## src/rtl/riscv_pkg.sv

```systemverilog
`default_nettype none
// ============================================================================
//  Module      : riscv_pkg
//  Description : Shared writeback-stage types and widths. Provides the
//                datapath width, the register-address width, the writeback
//                arbiter state encoding and the {rd, data} request record
//                that is carried through the load-result FIFO.
//  Revision    : 1.0 - initial release
// ============================================================================
package riscv_pkg;

  localparam int XLEN       = 64;
  localparam int REG_ADDR_W = 5;

  // Writeback arbiter states: NORMAL lets the ALU win, FORCE drains one load.
  typedef enum logic [0:0] {
    WB_NORMAL = 1'b0,
    WB_FORCE  = 1'b1
  } wb_state_t;

  // One register-file write request.
  typedef struct packed {
    logic [REG_ADDR_W-1:0] rd;
    logic [XLEN-1:0]       data;
  } wb_req_t;

endpackage : riscv_pkg
`default_nettype wire

```

## src/rtl/wb_ld_fifo.sv

```systemverilog
`default_nettype none
// ============================================================================
//  Module      : wb_ld_fifo
//  Description : Synchronous load-result FIFO for the writeback arbiter.
//                Power-of-two depth; read/write pointers wrap naturally.
//                A push while full and a pop while empty are both ignored,
//                so the occupancy count can neither overflow nor underflow.
//                The head is read from the registered storage only, so an
//                entry written this cycle is never visible to a same-cycle pop.
//  Ports       : clk, reset       - clock, synchronous active-high reset
//                push_i/push_data_i - write request and payload
//                pop_i            - remove head entry
//                head_o           - current head entry (valid when !empty_o)
//                full_o/empty_o   - occupancy flags
//                count_o          - occupancy, 0..DEPTH
//  Revision    : 1.0 - initial release
// ============================================================================
module wb_ld_fifo
  import riscv_pkg::*;
#(
  parameter int DEPTH = 4
) (
  input  logic                       clk,
  input  logic                       reset,
  input  logic                       push_i,
  input  wb_req_t                    push_data_i,
  input  logic                       pop_i,
  output wb_req_t                    head_o,
  output logic                       full_o,
  output logic                       empty_o,
  output logic [$clog2(DEPTH):0]     count_o
);

  localparam int PTR_W = $clog2(DEPTH);
  localparam int CNT_W = PTR_W + 1;

  wb_req_t            mem_q [DEPTH];
  logic [PTR_W-1:0]   wr_ptr_q;
  logic [PTR_W-1:0]   rd_ptr_q;
  logic [CNT_W-1:0]   count_q;

  logic               push_eff;
  logic               pop_eff;

  assign full_o   = (count_q == CNT_W'(DEPTH));
  assign empty_o  = (count_q == '0);
  assign count_o  = count_q;
  assign head_o   = mem_q[rd_ptr_q];

  // Full blocks a push even when a pop frees a slot in the same cycle.
  assign push_eff = push_i && !full_o;
  assign pop_eff  = pop_i  && !empty_o;

  always_ff @(posedge clk) begin
    if (reset) begin
      wr_ptr_q <= '0;
      rd_ptr_q <= '0;
      count_q  <= '0;
    end else begin
      if (push_eff) begin
        wr_ptr_q <= wr_ptr_q + PTR_W'(1);
      end
      if (pop_eff) begin
        rd_ptr_q <= rd_ptr_q + PTR_W'(1);
      end
      unique case ({push_eff, pop_eff})
        2'b10:   count_q <= count_q + CNT_W'(1);
        2'b01:   count_q <= count_q - CNT_W'(1);
        default: count_q <= count_q;
      endcase
    end
  end

  // Storage needs no reset: the pointers and count define which slots are live.
  always_ff @(posedge clk) begin
    if (push_eff) begin
      mem_q[wr_ptr_q] <= push_data_i;
    end
  end

endmodule : wb_ld_fifo
`default_nettype wire

```

## src/rtl/wb_arbiter.sv

```systemverilog
`default_nettype none
// ============================================================================
//  Module      : wb_arbiter
//  Description : Writeback-side driver of the register-file write port.
//                Merges single-cycle ALU results with buffered load results.
//                The ALU normally has priority; a starvation counter forces
//                one load drain (stalling the ALU for a cycle) after
//                STARVE_LIMIT consecutive ALU wins over a pending load.
//  Ports       : clk, reset                 - clock, sync active-high reset
//                alu_valid/alu_rd/alu_data  - ALU result
//                alu_stall                  - ALU must re-present its result
//                ld_valid/ld_rd/ld_data     - offered load result
//                ld_ready                   - load FIFO not full
//                reg_write/rd/write_data    - registered register-file write
//                ld_count                   - load FIFO occupancy
//  Revision    : 1.0 - initial release
// ============================================================================
module wb_arbiter
  import riscv_pkg::*;
#(
  // Must equal riscv_pkg::XLEN; the FIFO record is sized from the package.
  parameter int XLEN         = riscv_pkg::XLEN,
  parameter int LD_DEPTH     = 4,
  parameter int STARVE_LIMIT = 4
) (
  input  logic                       clk,
  input  logic                       reset,
  input  logic                       alu_valid,
  input  logic [REG_ADDR_W-1:0]      alu_rd,
  input  logic [XLEN-1:0]            alu_data,
  output logic                       alu_stall,
  input  logic                       ld_valid,
  output logic                       ld_ready,
  input  logic [REG_ADDR_W-1:0]      ld_rd,
  input  logic [XLEN-1:0]            ld_data,
  output logic                       reg_write,
  output logic [REG_ADDR_W-1:0]      rd,
  output logic [XLEN-1:0]            write_data,
  output logic [$clog2(LD_DEPTH):0]  ld_count
);

  // Wide enough to hold STARVE_LIMIT-1 for every legal limit (>=1).
  localparam int STARVE_W = $clog2(STARVE_LIMIT) + 1;

  // --------------------------------------------------------------------------
  // Load-result FIFO
  // --------------------------------------------------------------------------
  wb_req_t                   fifo_in;
  wb_req_t                   fifo_head;
  logic                      fifo_full;
  logic                      fifo_empty;
  logic                      fifo_push;
  logic                      fifo_pop;
  logic [$clog2(LD_DEPTH):0] fifo_count;

  assign fifo_in.rd   = ld_rd;
  assign fifo_in.data = ld_data;
  assign fifo_push    = ld_valid && !fifo_full;

  wb_ld_fifo #(
    .DEPTH (LD_DEPTH)
  ) u_ld_fifo (
    .clk         (clk),
    .reset       (reset),
    .push_i      (fifo_push),
    .push_data_i (fifo_in),
    .pop_i       (fifo_pop),
    .head_o      (fifo_head),
    .full_o      (fifo_full),
    .empty_o     (fifo_empty),
    .count_o     (fifo_count)
  );

  assign ld_ready = !fifo_full;
  assign ld_count = fifo_count;

  // --------------------------------------------------------------------------
  // Registered state
  // --------------------------------------------------------------------------
  wb_state_t              state_q;
  logic [STARVE_W-1:0]    starve_q;
  logic                   alu_stall_q;
  logic                   reg_write_q;
  logic [REG_ADDR_W-1:0]  rd_q;
  logic [XLEN-1:0]        wdata_q;

  // --------------------------------------------------------------------------
  // Candidate selection
  // --------------------------------------------------------------------------
  logic     alu_win;
  logic     sel_valid;
  wb_req_t  sel;
  logic     write_en_d;

  always_comb begin
    alu_win   = 1'b0;
    fifo_pop  = 1'b0;
    sel       = fifo_head;
    if (state_q == WB_NORMAL && alu_valid) begin
      alu_win  = 1'b1;
      sel.rd   = alu_rd;
      sel.data = alu_data;
    end else if (!fifo_empty) begin
      // Covers both an idle ALU in NORMAL and the forced drain in FORCE.
      fifo_pop = 1'b1;
    end
    sel_valid  = alu_win || fifo_pop;
    // x0 requests are consumed but never reach the register file.
    write_en_d = sel_valid && (sel.rd != '0);
  end

  // --------------------------------------------------------------------------
  // Starvation FSM and output register
  // --------------------------------------------------------------------------
  always_ff @(posedge clk) begin
    if (reset) begin
      state_q     <= WB_NORMAL;
      starve_q    <= '0;
      alu_stall_q <= 1'b0;
      reg_write_q <= 1'b0;
      rd_q        <= '0;
      wdata_q     <= '0;
    end else begin
      reg_write_q <= write_en_d;
      // Address/data hold across idle cycles and x0 requests.
      if (write_en_d) begin
        rd_q    <= sel.rd;
        wdata_q <= sel.data;
      end

      unique case (state_q)
        WB_NORMAL: begin
          if (alu_win && !fifo_empty) begin
            if (starve_q == STARVE_W'(STARVE_LIMIT - 1)) begin
              state_q     <= WB_FORCE;
              alu_stall_q <= 1'b1;
              starve_q    <= '0;
            end else begin
              starve_q    <= starve_q + STARVE_W'(1);
            end
          end else begin
            // A load was popped or nothing is waiting.
            starve_q <= '0;
          end
        end
        WB_FORCE: begin
          state_q     <= WB_NORMAL;
          alu_stall_q <= 1'b0;
          starve_q    <= '0;
        end
        default: begin
          state_q     <= WB_NORMAL;
          alu_stall_q <= 1'b0;
          starve_q    <= '0;
        end
      endcase
    end
  end

  assign alu_stall  = alu_stall_q;
  assign reg_write  = reg_write_q;
  assign rd         = rd_q;
  assign write_data = wdata_q;

endmodule : wb_arbiter
`default_nettype wire

```

## config.mk

```make
export PLATFORM = sky130hd
export DESIGN_NAME = wb_arbiter
export DESIGN_NICKNAME = d
export VERILOG_FILES = /design/src/rtl/riscv_pkg.sv /design/src/rtl/wb_ld_fifo.sv /design/src/rtl/wb_arbiter.sv
export SDC_FILE = /design/constraint.sdc
export NUM_CORES = 1
export LEC_CHECK = 0
export CORE_ASPECT_RATIO = 1.75
export CORE_MARGIN = 3
export CORE_UTILIZATION = 50
export CTS_CLUSTER_SIZE = 16
export DETAILED_ROUTE_END_ITERATION = 8
export PLACE_DENSITY_LB_ADDON = 0.3
export SKIP_LAST_GASP = 1
export SLEW_MARGIN = 30
export SYNTH_ARGS = -nofsm -noshare
export SYNTH_HDL_FRONTEND = slang
export SYNTH_SLANG_ARGS = --single-unit
```

## constraint.sdc

```tcl
create_clock -name clk -period 4.87 [get_ports clk]
set_input_delay 0.974 -clock clk [delete_from_list [all_inputs] [get_ports clk]]
set_output_delay 0.974 -clock clk [all_outputs]
set_load 0.1 [all_outputs]
```

==> reports/metrics.cfg <==
[sta]
hold_violations = 0
hold_ws_ns = 0.434
rsz0062_at_grt = no
slew_viol_final = 0
period_needed_ns = 3.44
setup_tns_ns = 0
slew_headroom = 0.317
fin_skew_ns = 0.0186
setup_violations = 0
fmax_mhz = 290
worst_slew_pin_slew_ns = 1.02
fin_crit_sh = 0.707

[global_routing]
grt-ovfl-total = 0
grt_use_total = 0.205
antenna_found_initial = 5
grt_max_degree = 82
grt_pass1_wl_um = 48300
grt_pass1_vias = 8619

[synthesis]
netlist_area_um2 = 14200
yosysSeqAreaShare = 0.701
ys_warn_count = 0
ys_seq_elements = 360
synthDistinctLibCells = 35
synth_cells = 890
synth_area_per_cell_um2 = 16.0
mappedNetlistNets = 1040

[clock_network]
cts_buffer_depth = 3
cts_sinks = 360
clock-root-buffer = clkbuf_16
cts_tree = yes
cts_setup_buffers = 0
cts_hold_buf = 0
cts_resized = 0
cts_made_buffers = 34
cts_max_level = 2
clkLatencyLatePin_ns = 0.52
clk_pin_slew_ns = 0.06

[placement]
portBuffers = 216
gp_congestion = 0.741
hpwl_um = 19100

[drt]
ant_nets = 0
routed_wirelength_um = 31100
drtIter0Drc = 550
avgViaCountPerCell = 5.50
drc_errors = 0
vias = 8231
drt-pass1-iter-count = 5
avgRoutedWirePerCell_um = 20.8

[power_and_ir_drop]
total_leakage_power_nw = 6.25
ir_worst_vdd_mv = 0.414
pwr_density_cell_nw_per_um2 = 594

[hold_path]
hp-class = reg2reg

[critical_path]
crit_fanout = 7
critPathSlowestCell = clkdlybuf4s50_1
critical-path-top-delay-family = buffers and inverters
crit_buf_inv = 2
path_cells = inv_1 > nand3_1 > clkdlybuf4s50_1
cp.arrival_ns = 2.47
cpPeakStageDelay_ns = 1.19
cp-start-kind = flip-flop
critical_path_class = reg2out
critPathCaptureType = primary output
worstPathRequired_ns = 3.90

[final_layout]
seqCellArea_um2 = 9980
area_growth_pct = 27.0
n_fill_cell = 2059
drive_above_1_share = 0.168
nets = 1241
multi_input_area_um2 = 3730

[job]
max-cap-violations = 0

[die]
dieWidth_um = 133
ioPinCount = 217
die_area_um2 = 30600
rows = 81
die_h_um = 229
coreArea_um2 = 28000
start_util = 0.508

[outcome]
status = finished, final reports clean

## cells in the final DEF (no fill, tap or decap), drive strengths merged, types with 2 or more instances in the layout
cell           count
xor2               3
dfxtp             84
o21ai              2
mux4              69
a221oi            67
nand3              3
a21o               2
mux2               4
mux2i              2
a21oi              4
ha                 7
and3              68
buf               14
edfxtp           276
nand2            135
bufinv             7
clkdlybuf4s50    213
inv               77
clkbuf            43
nor2              16
clkinv             9
diode              6
## where the power goes
group	leakage [nW]	switching [mW]	internal [mW]
combinational	2.40	2.58	1.25
sequential	3.23	0.246	3.75
clock	0.619	1.12	1.77
## layer usage
layer,vias to the layer above,track usage,share of wire
li1,3788,-,-
met1,4118,0.240,0.37
met2,272,0.374,0.54
met3,53,0.0356,0.055
met4,0,0.0798,0.030
met5,-,0,0
## final cells by class
class	count	area share
repair buffers	227	0.130
well taps	373	0.0258
clock inverters	19	0.0162
multi-input cells	394	0.207
diodes	6	0.000831
clock buffers	43	0.0529
flip-flops and latches	360	0.553
inverters	74	0.0154
## sequential cells by signal, indices dropped and copies added (netlist names), named ones only
register            flops
rd                      5
u_ld_fifo.count_o       3
u_ld_fifo.rd_ptr_q      2
alu_stall               1
state_q                 1
starve_q                3
reg_write               1
u_ld_fifo.wr_ptr_q      2
write_data             64
u_ld_fifo.mem_q       276
## final timing paths
check                           slack, ns  cells past startpoint                              start                          end
worst max-delay path                 1.43                      3  u_ld_fifo.count_o[0]$_SDFFE_PP0P_                     ld_ready
worst min-delay path                 0.43                      1             starve_q[0]$_SDFF_PP0_       starve_q[0]$_SDFF_PP0_
worst max register to register       1.54                      6                          flip-flop  write_data[16]$_SDFFE_PP0P_
worst min register to register       0.43                      1             starve_q[0]$_SDFF_PP0_       starve_q[0]$_SDFF_PP0_
## worst reg2reg max path: cells and delay by family, from the launching register on
family | cells | cell delay (ns)
buf+inv | 1 | 0.31
compound gates | 2 | 0.73
mux | 2 | 0.92
simple gates | 1 | 0.50
flops | 1 | 0.72
## per-stage QoR
| stage | std cells | utilization | total power [mW] | cell area [um2] | setup WS (ns) |
|---|---|---|---|---|---|
| floorplan | 890 | - | 7.00 | 14200 | 0.585 |
| CTS | 1490 | 0.645 | 10.8 | 18000 | 1.39 |
| detailed placement | 1428 | 0.600 | 7.93 | 16800 | 0.921 |
| global route | 1495 | 0.645 | 11.2 | 18100 | 1.33 |
| finish | 1496 | 0.646 | 10.7 | 18100 | 1.43 |
| global placement | 1422 | 0.595 | 7.87 | 16700 | 0.909 |
## cells in the mapped netlist
master    instances  area share
o21ai_0           2     0.00070
a21o_1            2      0.0011
buf_2            13      0.0046
nor2_1           16      0.0042
or2_2             1     0.00044
dfxtp_1          84        0.12
nand2b_1          1     0.00044
edfxtp_1        276        0.58
a221oi_2         30       0.032
nor4_4            1      0.0015
nand3_1           3      0.0011
and3_1           68       0.030
a31oi_1           1     0.00044
buf_1            14      0.0037
inv_1            74       0.020
buf_4             1     0.00053
mux4_2           69        0.11
nor4b_1           1     0.00062
nor2b_1           1     0.00044
ha_1              7      0.0062
clkbuf_1         28      0.0074
or3_1             1     0.00044
a221oi_1         37       0.023
xor2_1            3      0.0018
or4_1             1     0.00053
mux2i_1           2      0.0014
xnor2_1           1     0.00062
mux2_2            4      0.0032
a21oi_1           4      0.0014
fa_1              1      0.0014
nand2_2           1     0.00044
nor3_1            1     0.00035
buf_6             6      0.0048
nand2_1         134       0.035
and2_1            1     0.00044
## kinds of logic after synthesis
family          synth area share
buf+inv                   0.0405
flops                      0.701
compound gates            0.0581
xor+xnor                 0.00246
fa+ha+maj                0.00757
mux                        0.114
simple gates              0.0762
(Power assumes the default switching activity.)
